<file path="src/rtl/rom_cache_refill.sv">
// Fetch-side refill controller for the direct-mapped instruction ROM cache; misses pull a 4-word line beat by beat.
// Optional hit/miss counters are built only when ROM_CACHE_REFILL_STATS_EN is defined.

package rv32i;
    localparam int CACHE_LENGTH        = 16;
    localparam int CACHE_WORD_ADR_SIZE = 2;
    localparam int CACHE_INDEX_SIZE    = $clog2(CACHE_LENGTH);
    localparam int CACHE_TAG_SIZE      = 30 - CACHE_INDEX_SIZE - CACHE_WORD_ADR_SIZE;

    typedef struct packed {
        logic [CACHE_TAG_SIZE-1:0]      tag;
        logic [CACHE_INDEX_SIZE-1:0]    index;
        logic [CACHE_WORD_ADR_SIZE-1:0] word_addr;
    } rv32i_rom_cache_key_s;

    typedef enum logic {
        CACHE_LOAD  = 1'b0,
        CACHE_STORE = 1'b1
    } cache_op_e;
endpackage

module rom_cache_refill
    import rv32i::*;
(
    input  logic                                        clk,
    input  logic                                        rst,
    input  logic                                        fetch_req,
    input  logic [31:0]                                 fetch_addr,
    output logic                                        fetch_ready,
    output logic                                        fetch_rvalid,
    output logic [31:0]                                 fetch_rdata,
    output rv32i_rom_cache_key_s                        cache_addr,
    output logic [2**CACHE_WORD_ADR_SIZE-1:0][31:0]     cache_wdata,
    output cache_op_e                                   cache_op,
    input  logic                                        cache_hit,
    input  logic [31:0]                                 cache_rdata,
    output logic                                        mem_req,
    output logic [31:0]                                 mem_addr,
    input  logic                                        mem_rvalid,
    input  logic [31:0]                                 mem_rdata,
    output logic [31:0]                                 stat_hits,
    output logic [31:0]                                 stat_misses
);

    localparam logic [1:0] S_IDLE   = 2'd0;
    localparam logic [1:0] S_LOOKUP = 2'd1;
    localparam logic [1:0] S_FILL   = 2'd2;
    localparam logic [1:0] S_WRITE  = 2'd3;

    logic [1:0]                                 r_state;
    logic [29:0]                                r_addr;
    logic [CACHE_WORD_ADR_SIZE-1:0]             r_beat;
    logic [2**CACHE_WORD_ADR_SIZE-1:0][31:0]    r_line;

    logic w_lookupHit;
    logic w_lookupMiss;
    logic w_unusedAddrBits;

    assign w_unusedAddrBits = ^fetch_addr[1:0];

    assign w_lookupHit  = (r_state == S_LOOKUP) &&  cache_hit;
    assign w_lookupMiss = (r_state == S_LOOKUP) && !cache_hit;

    always_ff @(posedge clk) begin
        if (rst) begin
            r_state <= S_IDLE;
            r_addr  <= '0;
            r_beat  <= '0;
            r_line  <= '0;
        end else begin
            case (r_state)
                S_IDLE: begin
                    if (fetch_req) begin
                        r_addr  <= fetch_addr[31:2];
                        r_state <= S_LOOKUP;
                    end
                end
                S_LOOKUP: begin
                    if (cache_hit) begin
                        r_state <= S_IDLE;
                    end else begin
                        r_beat  <= '0;
                        r_state <= S_FILL;
                    end
                end
                S_FILL: begin
                    // Only one beat is outstanding, so each response belongs to r_beat.
                    if (mem_rvalid) begin
                        r_line[r_beat] <= mem_rdata;
                        r_beat         <= r_beat + 1'b1;
                        if (r_beat == '1) begin
                            r_state <= S_WRITE;
                        end
                    end
                end
                S_WRITE: begin
                    r_state <= S_IDLE;
                end
                default: begin
                    r_state <= S_IDLE;
                end
            endcase
        end
    end

    // All cache/memory-side outputs decode from registered state only.
    assign fetch_ready  = (r_state == S_IDLE) && !rst;
    assign fetch_rvalid = w_lookupHit || (r_state == S_WRITE);
    assign fetch_rdata  = fetch_rvalid ? cache_rdata : '0;

    assign cache_addr  = rv32i_rom_cache_key_s'(r_addr);
    assign cache_wdata = r_line;
    assign cache_op    = (r_state == S_WRITE) ? CACHE_STORE : CACHE_LOAD;

    assign mem_req  = (r_state == S_FILL);
    assign mem_addr = (r_state == S_FILL)
                    ? {r_addr[29:CACHE_WORD_ADR_SIZE], r_beat, 2'b00}
                    : '0;

`ifdef ROM_CACHE_REFILL_STATS_EN
    logic [31:0] r_statHits;
    logic [31:0] r_statMisses;

    // Counters stick at all-ones rather than wrapping.
    always_ff @(posedge clk) begin
        if (rst) begin
            r_statHits   <= '0;
            r_statMisses <= '0;
        end else begin
            if (w_lookupHit && (r_statHits != '1)) begin
                r_statHits <= r_statHits + 32'd1;
            end
            if (w_lookupMiss && (r_statMisses != '1)) begin
                r_statMisses <= r_statMisses + 32'd1;
            end
        end
    end

    assign stat_hits   = r_statHits;
    assign stat_misses = r_statMisses;
`else
    logic w_unusedMissFlag;

    assign w_unusedMissFlag = w_lookupMiss;
    assign stat_hits        = '0;
    assign stat_misses      = '0;
`endif

endmodule

</file>
<file path="config.mk">
export PLATFORM = sky130hd
export DESIGN_NAME = rom_cache_refill
export DESIGN_NICKNAME = d
export VERILOG_FILES = /design/src/rtl/rom_cache_refill.sv
export SDC_FILE = /design/constraint.sdc
export NUM_CORES = 1
export LEC_CHECK = 0
export CAP_MARGIN = 10
export CORE_AREA = 2 2 152 154
export CTS_CLUSTER_SIZE = 12
export DETAILED_ROUTE_END_ITERATION = 12
export DIE_AREA = 0 0 154 156
export GPL_TIMING_DRIVEN = 0
export MAX_ROUTING_LAYER = met4
export PLACE_DENSITY = 0.7
export REMOVE_ABC_BUFFERS = 1
export SYNTH_ARGS = -nofsm -noshare
export SYNTH_HDL_FRONTEND = slang
export SYNTH_SLANG_ARGS = --single-unit
</file>
<file path="constraint.sdc">
create_clock -name clk -period 1.61 [get_ports clk]
set_input_delay 0.161 -clock clk [delete_from_list [all_inputs] [get_ports clk]]
set_output_delay 0.161 -clock clk [all_outputs]
set_load 0.005 [all_outputs]
</file>
== Word level (Yosys, flattened, before mapping) ==
Cells that the tools add are included.

* Flip-flop bits (word level): 162
* Latch bits: 0
* RAM bits: 0
* ROM bits: 0
* Bits of input ports: 101
* Output and inout port bits: 290
* Memories: 0

* Add/subtract/negate cells: 1
* Multiply operators: 0
* Divide/modulo/power cells: 0
* Magnitude comparators: 2
* Equality and inequality tests: 8
* Shift-type cells: 0
* Muxes and demuxes: 14
* Bitwise gates (word level): 0
* Reduce and logical (&&, ||, !) cells: 11

{| class="wikitable"
|+ Operators with widths
! operator !! number
|-
| $bwmux W128 || 1
|-
| $mux W32 || 3
|-
| $demux W32 S2 || 1
|-
| $mux W2 || 6
|-
| $pmux W2 S4 || 1
|-
| $eq A2 B2 Y1 const B || 3
|-
| $reduce_and A3 Y1 || 2
|-
| $ne A2 B1 Y1 const B || 2
|-
| $ne A2 B2 Y1 const B || 2
|-
| $pmux W2 S2 || 1
|-
| $reduce_and A2 Y1 || 2
|-
| $logic_and A1 B1 Y1 || 3
|-
| $lt A2 B3 Y1 const B || 1
|-
| $add A2 B1 Y2 const B || 1
|-
| $eq A2 B1 Y1 const B || 1
|-
| $ge A2 B1 Y1 const B || 1
|-
| $logic_not A2 Y1 || 1
|-
| $reduce_bool A2 Y1 || 1
|-
| $logic_not A1 Y1 || 1
|-
| $logic_or A1 B1 Y1 || 1
|-
| $mux W1 || 1
|}

== Longest topological paths before layout ==
Gate-level depths: netlist of the first run.

* Depth in word-level cells: 5
* Mapped depth: 7
* Depth with buffers taken out: 5

== Worst setup path before layout of the first run ==
Ideal clock, no wire load.

* Path kind: reg2reg
* Start point: register r_beat[0]
* End point: register r_line, in the netlist cache_wdata[69]
* Setup time: 143 ps
* Data arrival time: 1224 ps
* Required time: 1467 ps
* Setup slack: 243 ps
* Stages on the path, launching flop included: 8
* Clock period less this slack: 1367 ps
* Path through: dfxtp_1 -> inv_1 -> ha_1 -> and4b_1 -> buf_6 -> buf_12 -> nand2_2 -> a21oi_2

* Word-level cells in the longest chain between the ends: 5
* Elaborated cells on any way between the ends: 6
* Those cells by class: order compare (2); mux (3); reduce/logical (1)

{| class="wikitable"
|+ Ends and longest elaborated chain
! what !! line !! RTL
|-
| from (decl) || 52 || <nowiki>logic [CACHE_WORD_ADR_SIZE-1:0] r_beat;</nowiki>
|-
| from (signal assigned) || 90 || <nowiki>r_beat <= r_beat + 1'b1;</nowiki>
|-
| $lt A2 B3 Y1 (implied by the code) or $ge A2 B1 Y1 (tied branches) || 89 || <nowiki>r_line[r_beat] <= mem_rdata;</nowiki>
|-
| $logic_and A1 B1 Y1 (implied by the code) || 89 ||
|-
| $mux W32 (implied by the code) || 89 ||
|-
| $demux W32 S2 (*) || 89 ||
|-
| $bwmux W128 (*) || 89 ||
|-
| to (signal, indexed assignment) || 89 ||
|-
| to (decl) || 53 || <nowiki>logic [2**CACHE_WORD_ADR_SIZE-1:0][31:0] r_line;</nowiki>
|}

Mark *: on every way between the ends. The rest lies on a longest branch, timed or not.
A chain may end at the register's enable or synchronous reset.

==> flow_summary.toml, run 1 <==
[status]
status = "complete, but fails checks"
failed_checks = "setup timing"

[routing]
wirelength_mm = 28.3
drc = 0
dr.pass1.iters = 5
via_per_inst = 4.65
drtAntennaViolNets = 0
vias = 7106
drt_iter0_drc = 385
wl_per_cell_um = 18.5

[synth]
syn_area_mm2 = 0.00706
synth_adder_area_share_pct = 0.709
synth_compound_area_share_pct = 13.7
ys_seq_area_share_pct = 46.0
synth.avg_cell_area_um2 = 8.18
syn_inst = 863
synth_top_family_by_area = "simple AND/OR/NAND/NOR gates"
synthDistinctLibCells = 30
synthSimpleGateAreaFrac_pct = 26.1
synth_seq_cells = 162
synthMuxAreaShare_pct = 0
synthXorXnorAreaFrac_pct = 0
yosysWarnings = 0

[clock_network]
clock_sinks = 162
numCtsBuffers = 17
cts_hold_buf = 0
ctsLongestPathBuffers = 2
clkTransAtPathRegs_ns = 0.07
cts_tree = "done"
insertion_delay_ns = 0.42
clockRootBuffer = "clkbuf_16"
htreeDepth = 4

[sta]
setup-violations-final = 65
setup_slack_ns = -0.269
finalHoldViolCount = 0
finalCritPeriodShare_pct = 117
finalClockSkew_ns = 0.00640
relSlewSlack_pct = 42.1
period_needed_ns = 1.88
rsz0062_at_grt = "yes"
max_freq_mhz = 532
slew_viol_final = 0
worstMarginPinSlew_ns = 0.868

[pwr]
ir_worst_vdd_mv = 0.636
p_leak_nw = 4.52
power_frac_clock_pct = 42.7
switching_share_pct = 25.5
p_sw_mw = 2.33
power_density_mw_per_mm2 = 771
p_int_mw = 6.83
seqPwrFrac_pct = 45.0
combPwrFrac_pct = 12.2

[worst_setup_path]
worstPathRequired_ns = 1.45
slowest_stage = "dfxtp_4"
regToRegSetupSlack_ns = -0.08
crit_chain = "buf_6 > nor2_4 > nor2b_4 > buf_12 > buf_12 > buf_16 > and2_4 > buf_6"
end_kind = "output port"
reg2reg_depth = 9
path_class = "flip-flop to output port"
timing.rr.end = "r_beat[1]"
start_kind = "flip-flop"
cp_max_fo = 6
slowest_delay_ns = 0.36
crit_arrival_ns = 1.72

[global_routing]
grt_overflow_total = 0
grt_antenna_before_repair = 0
grt_usage_pct = 22.8
grt_pass1_wl_mm = 40.4
grt_max_degree = 111
grt_pass1_vias = 6782

[run]
drv_cap = 0

[finish]
drive_gt1_share_pct = 25.8
multi_input_area_mm2 = 0.00341
register_area_mm2 = 0.00325
fin_nets = 1334
area_growth_pct = 68.5
nFillCells = 1985
n_antenna_cell = 0
final_core_util_pct = 53.2

[place]
dp_slack_ns = -0.958
hpwl_mm = 16.4
place.gp.congestion = 0.804
port_buffers = 322

[min_path]
min_path_type = "input port to flip-flop"
hp-start = "rst"
worstHoldEndpoint = "cache_addr[11]"
hold_depth = 2

[floorplanning]
placementRows = 55
io_pins = 391
dieArea_mm2 = 0.0240
die_w_um = 154
start_util_pct = 31.5
chipHeight_um = 156
coreArea_mm2 = 0.0224
-- how the worst max path moves through the flow --
| stage | startpoint | to | slack, ns | cells after the start |
|---|---|---|---|---|
| after floorplan | flip-flop | cache_wdata[64] | -0.60 | 3 |
| after global placement | rst | fetch_ready | -5.34 | 3 |
| after detailed placement | flip-flop | fetch_rdata[20] | -0.96 | 5 |
| after CTS | flip-flop | fetch_rdata[1] | -0.25 | 8 |
| after global routing | flip-flop | fetch_rdata[23] | -0.33 | 8 |
| final | flip-flop | fetch_rdata[12] | -0.27 | 8 |
-- cell type report --
cell class              instances  share of cell area (%)
clock buffers                  20                    3.93
clock inverters                12                   0.821
inverters                       2                  0.0632
multi-input cells             642                    28.7
flip-flops and latches        162                    27.4
well taps                     285                    3.00
repair buffers                404                    36.1
-- cell families (layout without fill, tap and decap cells) --
family,after synthesis,in the layout
and+or+nand+nor,399,406
buffers and inverters,131,438
adders and majority gates,4,4
other,1,66
DFF,162,162
AOI/OAI and AO/OA,166,166
-- synth_stat cells (all sizes together) --
master,count,area [µm²]
a31oi,1,6.26
nand2,317,1260
nor2b,3,26.3
or3b,1,8.76
nor2,2,7.51
o21ai,2,10.0
nor3b,1,18.8
dfxtp,162,3240
and2,63,394
nor3,3,15.0
ha,4,50.1
buf,111,878
inv,2,7.51
clkbuf,18,67.6
a2111oi,2,30.0
conb,1,3.75
nand4b,4,56.3
a21oi,161,918
and4b,4,40.0
and3b,1,8.76
-- sequential cells by signal (all words and copies together), names as in the netlist, named ones only --
signal	count
cache_addr	30
r_state	1
cache_wdata	128
r_beat	2
-- metrics by stage --
step           area (µm²)  power, mW  hold slack, ns  instances  TNS (ns)
4_1_cts             11500       9.18           0.134       1517     -9.85
3_5_place_dp        10100       5.05           0.446       1414   -143.72
6_report            11900       9.16           0.145       1527    -11.89
2_1_floorplan        6350       4.42           0.223        799    -49.56
3_3_place_gp         9930       5.04           0.441       1406   -727.87
5_1_grt             11900       9.52           0.155       1527    -15.26
-- critical path: cells and delay by family, from the launching register on --
kind	cells	cell delay (ns)
flip-flops	1	0.36
AND/OR/NAND/NOR	3	0.33
buffers and inverters	5	0.61
-- per-layer routing --
metal  up-vias  wire length (µm)  track usage, %
met1      3380             11800            27.1
met4         0               595            7.83
met5         -                 0               -
met3        38              1860            5.19
met2       316             14100            38.2
li1       3372                 -               -
-- cell usage in the layout (no fill, tap or decap), drive strengths merged --
| cell type | n |
|---|---|
| o21ai | 2 |
| clkinv | 6 |
| and2 | 63 |
| conb | 66 |
| dfxtp | 162 |
| nand2 | 317 |
| and4b | 7 |
| clkinvlp | 1 |
| clkdlybuf4s50 | 254 |
| ha | 4 |
| a21oi | 161 |
| nor3 | 3 |
| or3b | 2 |
| inv | 7 |
| a2111oi | 2 |
| clkbuf | 25 |
| and3b | 1 |
| buf | 144 |
| dlygate4sd2 | 1 |
| a31oi | 1 |
| nor2 | 2 |
| nor2b | 4 |
| nand4b | 5 |
| nor3b | 2 |
-- repair_timing --
action / CTS / global route
pin swaps: 32 / 16
gates resized for setup: 361 / 66
setup endpoints to repair: 226 / 177
setup buffers: 61 / 12
cloned: 10 / 5
-- power groups by stage --
| stage | clock network, mW | logic [mW] | registers, mW |
|---|---|---|---|
| finish | 3.92 | 1.12 | 4.13 |
| global route | 4.20 | 1.19 | 4.13 |
| CTS | 4.00 | 1.06 | 4.12 |
| detailed placement | 0 | 0.827 | 4.23 |
| global placement | 0 | 0.817 | 4.22 |
| floorplan | 0 | 0.203 | 4.22 |
Power figures use the tool's default switching activity.
==> inputs of run 2 (changes only) <==
--- a/config.mk
+++ b/config.mk
@@ -14,6 +14,7 @@
 export MAX_ROUTING_LAYER = met4
 export PLACE_DENSITY = 0.7
 export REMOVE_ABC_BUFFERS = 1
+export SKIP_LAST_GASP = 1
 export SYNTH_ARGS = -nofsm -noshare
 export SYNTH_HDL_FRONTEND = slang
 export SYNTH_SLANG_ARGS = --single-unit
==> flow_summary.toml, run 2 (synthesis results as in run 1) <==
[worst_setup_path]
timing.rr.end = "r_beat[1]"
slowest_stage = "dfxtp_4"
slowest_delay_ns = 0.36
path_class = "flip-flop to output port"
worstPathRequired_ns = 1.45
reg2reg_depth = 9
cp_max_fo = 6
end_kind = "output port"
worst-path-buf-inv = 5
cp_top_family = "buffers and inverters"
start_kind = "flip-flop"
crit_arrival_ns = 1.72
regToRegSetupSlack_ns = -0.11
crit_chain = "buf_6 > nor2_4 > nor2b_4 > buf_12 > buf_12 > buf_16 > and2_4 > buf_6"

[finish]
largest_reg_flops = 128
nFillCells = 1986
area_growth_pct = 68.0
n_antenna_cell = 0
stdcell_area_mm2 = 0.0119
fin_nets = 1333
final_cell_mix = "nand2_1 (286), clkdlybuf4s50_1 (254), dfxtp_1 (158)"
multi_input_area_mm2 = 0.00339
register_area_mm2 = 0.00325
final_common_cell = "nand2_1"
drive_gt1_share_pct = 25.5
layoutNonFillerInstCount = 1526

[floorplanning]
start_util_pct = 31.5
coreArea_mm2 = 0.0224
dieArea_mm2 = 0.0240
die_w_um = 154
io_pins = 391
chipHeight_um = 156
placementRows = 55

[global_routing]
grt_overflow_total = 0
grt_usage_pct = 22.7
grt_max_degree = 111
grt_pass1_vias = 6764
grt_antenna_before_repair = 0
grt_pass1_wl_mm = 40.2

[place]
hpwl_mm = 16.4
dpl_cell_area_mm2 = 0.0101
port_buffers = 322
place.gp.congestion = 0.804
dpl.cell_count = 1414

[sta]
relSlewSlack_pct = 41.6
finalCritPeriodShare_pct = 117
finalHoldViolCount = 0
setup-violations-final = 80
worstMarginPinSlew_ns = 0.875
max_freq_mhz = 531
finalClockSkew_ns = 0.00745
slew_viol_final = 0
setup_slack_ns = -0.275
period_needed_ns = 1.88
rsz0062_at_grt = "yes"

[min_path]
hold_depth = 2
min_path_type = "input port to flip-flop"
hp-start = "rst"
worstHoldEndpoint = "cache_addr[11]"

[routing]
dr.pass1.iters = 5
drt_iter0_drc = 422
via_per_inst = 4.59
drc = 0
vias = 7009
wl_per_cell_um = 18.5
wirelength_mm = 28.2
drtAntennaViolNets = 0

[pwr]
ir_worst_vdd_mv = 0.642
power_mw = 9.16
p_leak_nw = 4.52
power_density_mw_per_mm2 = 773

[clock_network]
htreeDepth = 4
clkTransAtPathRegs_ns = 0.07
cts_hold_buf = 0
cts_tree = "done"
numCtsBuffers = 17
clock_sinks = 162
clockRootBuffer = "clkbuf_16"
ctsLongestPathBuffers = 2
insertion_delay_ns = 0.42

[status]
failed_checks = "setup timing"
status = "complete, but fails checks"

[run]
drv_cap = 0
run 2: final cells by class:
class                   instances  share of cell area, %
clock inverters                12                  0.824
repair buffers                403                   36.1
flip-flops and latches        162                   27.5
inverters                       2                 0.0634
multi-input cells             642                   28.6
clock buffers                  20                   3.94
well taps                     285                   3.01
run 2: report_power, final:
| part | internal (mW) | switching (mW) |
|---|---|---|
| logic | 0.620 | 0.497 |
| registers | 4.07 | 0.0537 |
| clock network | 2.13 | 1.79 |
| total | 6.83 | 2.34 |
run 2: worst register-to-register path, stage by stage (launching register included):
cell and delay [ns]:
dfxtp_4 0.36, buf_4 0.13, buf_6 0.11, nor2b_4 0.13, buf_6 0.12, buf_6 0.12, buf_4 0.14, buf_4 0.13
and3b_1 0.18, a2111oi_2 0.20
run 2: metrics by stage:
step	hold WS [ns]	utilization [%]	setup slack (ns)	TNS, ns
after floorplan	0.223	-	-0.599	-49.56
final	0.149	53.0	-0.275	-12.38
after global placement	0.441	44.4	-5.34	-727.87
after detailed placement	0.446	45.1	-0.958	-143.72
after CTS	0.134	51.3	-0.252	-11.24
after global routing	0.157	53.0	-0.331	-16.13
run 2: worst max path at each step:
| stage | to | slack (ns) | cells after the start |
|---|---|---|---|
| 2_1_floorplan | cache_wdata[64] | -0.60 | 3 |
| 3_3_place_gp | fetch_ready | -5.34 | 3 |
| 3_5_place_dp | fetch_rdata[20] | -0.96 | 5 |
| 4_1_cts | fetch_rdata[1] | -0.25 | 8 |
| 5_1_grt | fetch_rdata[23] | -0.33 | 8 |
| 6_report | fetch_rdata[12] | -0.27 | 8 |
run 2: layer usage:
layer | up-vias | global-route usage [%] | share of wire [%] | routed length [µm]
met5 | - | - | 0 | 0
li1 | 3366 | - | - | -
met1 | 3332 | 27.0 | 42 | 12000
met2 | 276 | 38.0 | 49 | 14000
met3 | 35 | 5.08 | 6.1 | 1730
met4 | 0 | 8.14 | 1.9 | 549
run 2: what timing repair did:
item	in CTS	in global routing
buffers inserted	61	12
gates cloned	10	5
endpoints found under the setup margin	226	205
pin swaps	31	17
gates resized for setup	344	76
==> inputs of run 3 (changes only) <==
--- a/config.mk
+++ b/config.mk
@@ -5,14 +5,14 @@
 export SDC_FILE = /design/constraint.sdc
 export NUM_CORES = 1
 export LEC_CHECK = 0
-export CAP_MARGIN = 10
+export CAP_MARGIN = 20
 export CORE_AREA = 2 2 152 154
 export CTS_CLUSTER_SIZE = 12
 export DETAILED_ROUTE_END_ITERATION = 12
 export DIE_AREA = 0 0 154 156
 export GPL_TIMING_DRIVEN = 0
 export MAX_ROUTING_LAYER = met4
-export PLACE_DENSITY = 0.7
+export PLACE_DENSITY = 0.68
 export REMOVE_ABC_BUFFERS = 1
 export SKIP_LAST_GASP = 1
 export SYNTH_ARGS = -nofsm -noshare
==> flow_summary.toml, run 3 (synthesis results as in run 1) <==
[status]
status = "complete, but fails checks"
failed_checks = "setup timing"

[sta]
worstMarginPinSlew_ns = 0.956
rsz0062_at_grt = "yes"
fin_tns_setup_ns = -5.81
setup-violations-final = 87
period_needed_ns = 1.75
setup_slack_ns = -0.144
finalCritPeriodShare_pct = 109
finalHoldViolCount = 0
slew_viol_final = 0
relSlewSlack_pct = 36.2
finalClockSkew_ns = 0.00670
fin_hold_ws_ns = 0.164
max_freq_mhz = 570

[finish]
nFillCells = 2066
area_growth_pct = 66.9
layoutNonFillerInstCount = 1512
fin_nets = 1320
largest_reg_flops = 128
drive_gt1_share_pct = 25.7
final_cell_mix = "nand2_1 (276), clkdlybuf4s50_1 (254), dfxtp_1 (159)"
final_common_cell = "nand2_1"
stdcell_area_mm2 = 0.0118
final_core_util_pct = 52.6
multi_input_area_mm2 = 0.00343
register_area_mm2 = 0.00325
n_antenna_cell = 0

[clock_network]
ctsLongestPathBuffers = 2
numCtsBuffers = 17
htreeDepth = 4
clock_sinks = 162
clockRootBuffer = "clkbuf_16"
clkTransAtPathRegs_ns = 0.06
cts_hold_buf = 0
insertion_delay_ns = 0.42
cts_tree = "done"

[routing]
dr.pass1.iters = 4
drt_iter0_drc = 366
drc = 0
wl_per_cell_um = 18.0
vias = 6882
wirelength_mm = 27.3
via_per_inst = 4.55
drtAntennaViolNets = 0

[place]
hpwl_mm = 15.8
port_buffers = 322
dpl_cell_area_mm2 = 0.0101
dp_slack_ns = -1.09
dpl.cell_count = 1414
place.gp.congestion = 0.838

[pwr]
seqPwrFrac_pct = 42.9
power_frac_clock_pct = 46.2
power_density_mw_per_mm2 = 819
p_sw_mw = 2.25
combPwrFrac_pct = 10.9
power_mw = 9.64
switching_share_pct = 23.3
p_int_mw = 7.39
ir_worst_vdd_mv = 0.675
p_leak_nw = 4.43

[run]
drv_cap = 0

[min_path]
hp-start = "rst"
min_path_type = "input port to flip-flop"

[global_routing]
grt_usage_pct = 20.6
grt_max_degree = 103
grt_pass1_vias = 6076
grt_overflow_total = 0
grt_antenna_before_repair = 1
grt_pass1_wl_mm = 36.9

[worst_setup_path]
crit_arrival_ns = 1.59
start_kind = "flip-flop"
path_class = "flip-flop to output port"
end_kind = "output port"
worstPathRequired_ns = 1.45
cp_max_fo = 6

[floorplanning]
io_pins = 391
placementRows = 55
start_util_pct = 31.5
die_w_um = 154
coreArea_mm2 = 0.0224
dieArea_mm2 = 0.0240
chipHeight_um = 156
-- run 3: cell types whose count changed in the layout (fill, tap and decap cells not counted), sizes merged --
cell	change
buf	-21
bufinv	+4
clkbuf	+7
clkinv	-3
dlygate4sd2	+2
inv	-3
nor2b	+2
nor3b	-1
or3b	-1
-- run 3: power by group through the flow --
stage | clock [mW] | sequential (mW) | combinational, mW
CTS | 4.55 | 4.13 | 0.941
finish | 4.45 | 4.13 | 1.06
detailed placement | 0 | 4.23 | 0.821
global route | 4.69 | 4.14 | 1.13
global placement | 0 | 4.23 | 0.811
floorplan | 0 | 4.22 | 0.203
-- run 3: repair_timing --
item | in CTS | in global routing
cloned | 5 | 4
setup buffers | 45 | 15
endpoints found under the setup margin | 226 | 172
resized for setup | 262 | 163
pin swaps | 20 | 34
-- run 3: worst max-delay path, stage by stage (launching register included) --
cell	delay (ns)
dfxtp_4	0.36
buf_6	0.12
nor2_4	0.14
nor2b_4	0.07
buf_6	0.13
buf_6	0.11
and2_4	0.13
buf_6	0.11
-- run 3: final timing paths --
check                           cells past startpoint               to  slack [ns]
worst max-delay path                                7  fetch_rdata[17]       -0.14
worst min-delay path                                2  cache_wdata[59]        0.16
worst max register to register                      6   cache_addr[26]       -0.08
worst min register to register                      2  cache_wdata[58]        0.45
-- run 3: area by class of cell --
cell class | instances | share of cell area (%)
repair buffers | 390 | 34.7
multi-input cells | 642 | 29.1
flip-flops and latches | 162 | 27.6
clock buffers | 21 | 4.00
well taps | 285 | 3.03
clock inverters | 10 | 1.48
inverters | 2 | 0.0638
-- run 3: per-layer routing --
| layer | wire length, µm | GRT usage [%] | part of all wire (%) | up-vias |
|---|---|---|---|---|
| met1 | 11600 | 24.9 | 42 | 3287 |
| met3 | 1470 | 4.83 | 5.4 | 31 |
| met4 | 459 | 4.94 | 1.7 | 0 |
| met2 | 13800 | 34.9 | 51 | 232 |
| li1 | - | - | - | 3332 |
| met5 | 0 | - | 0 | - |
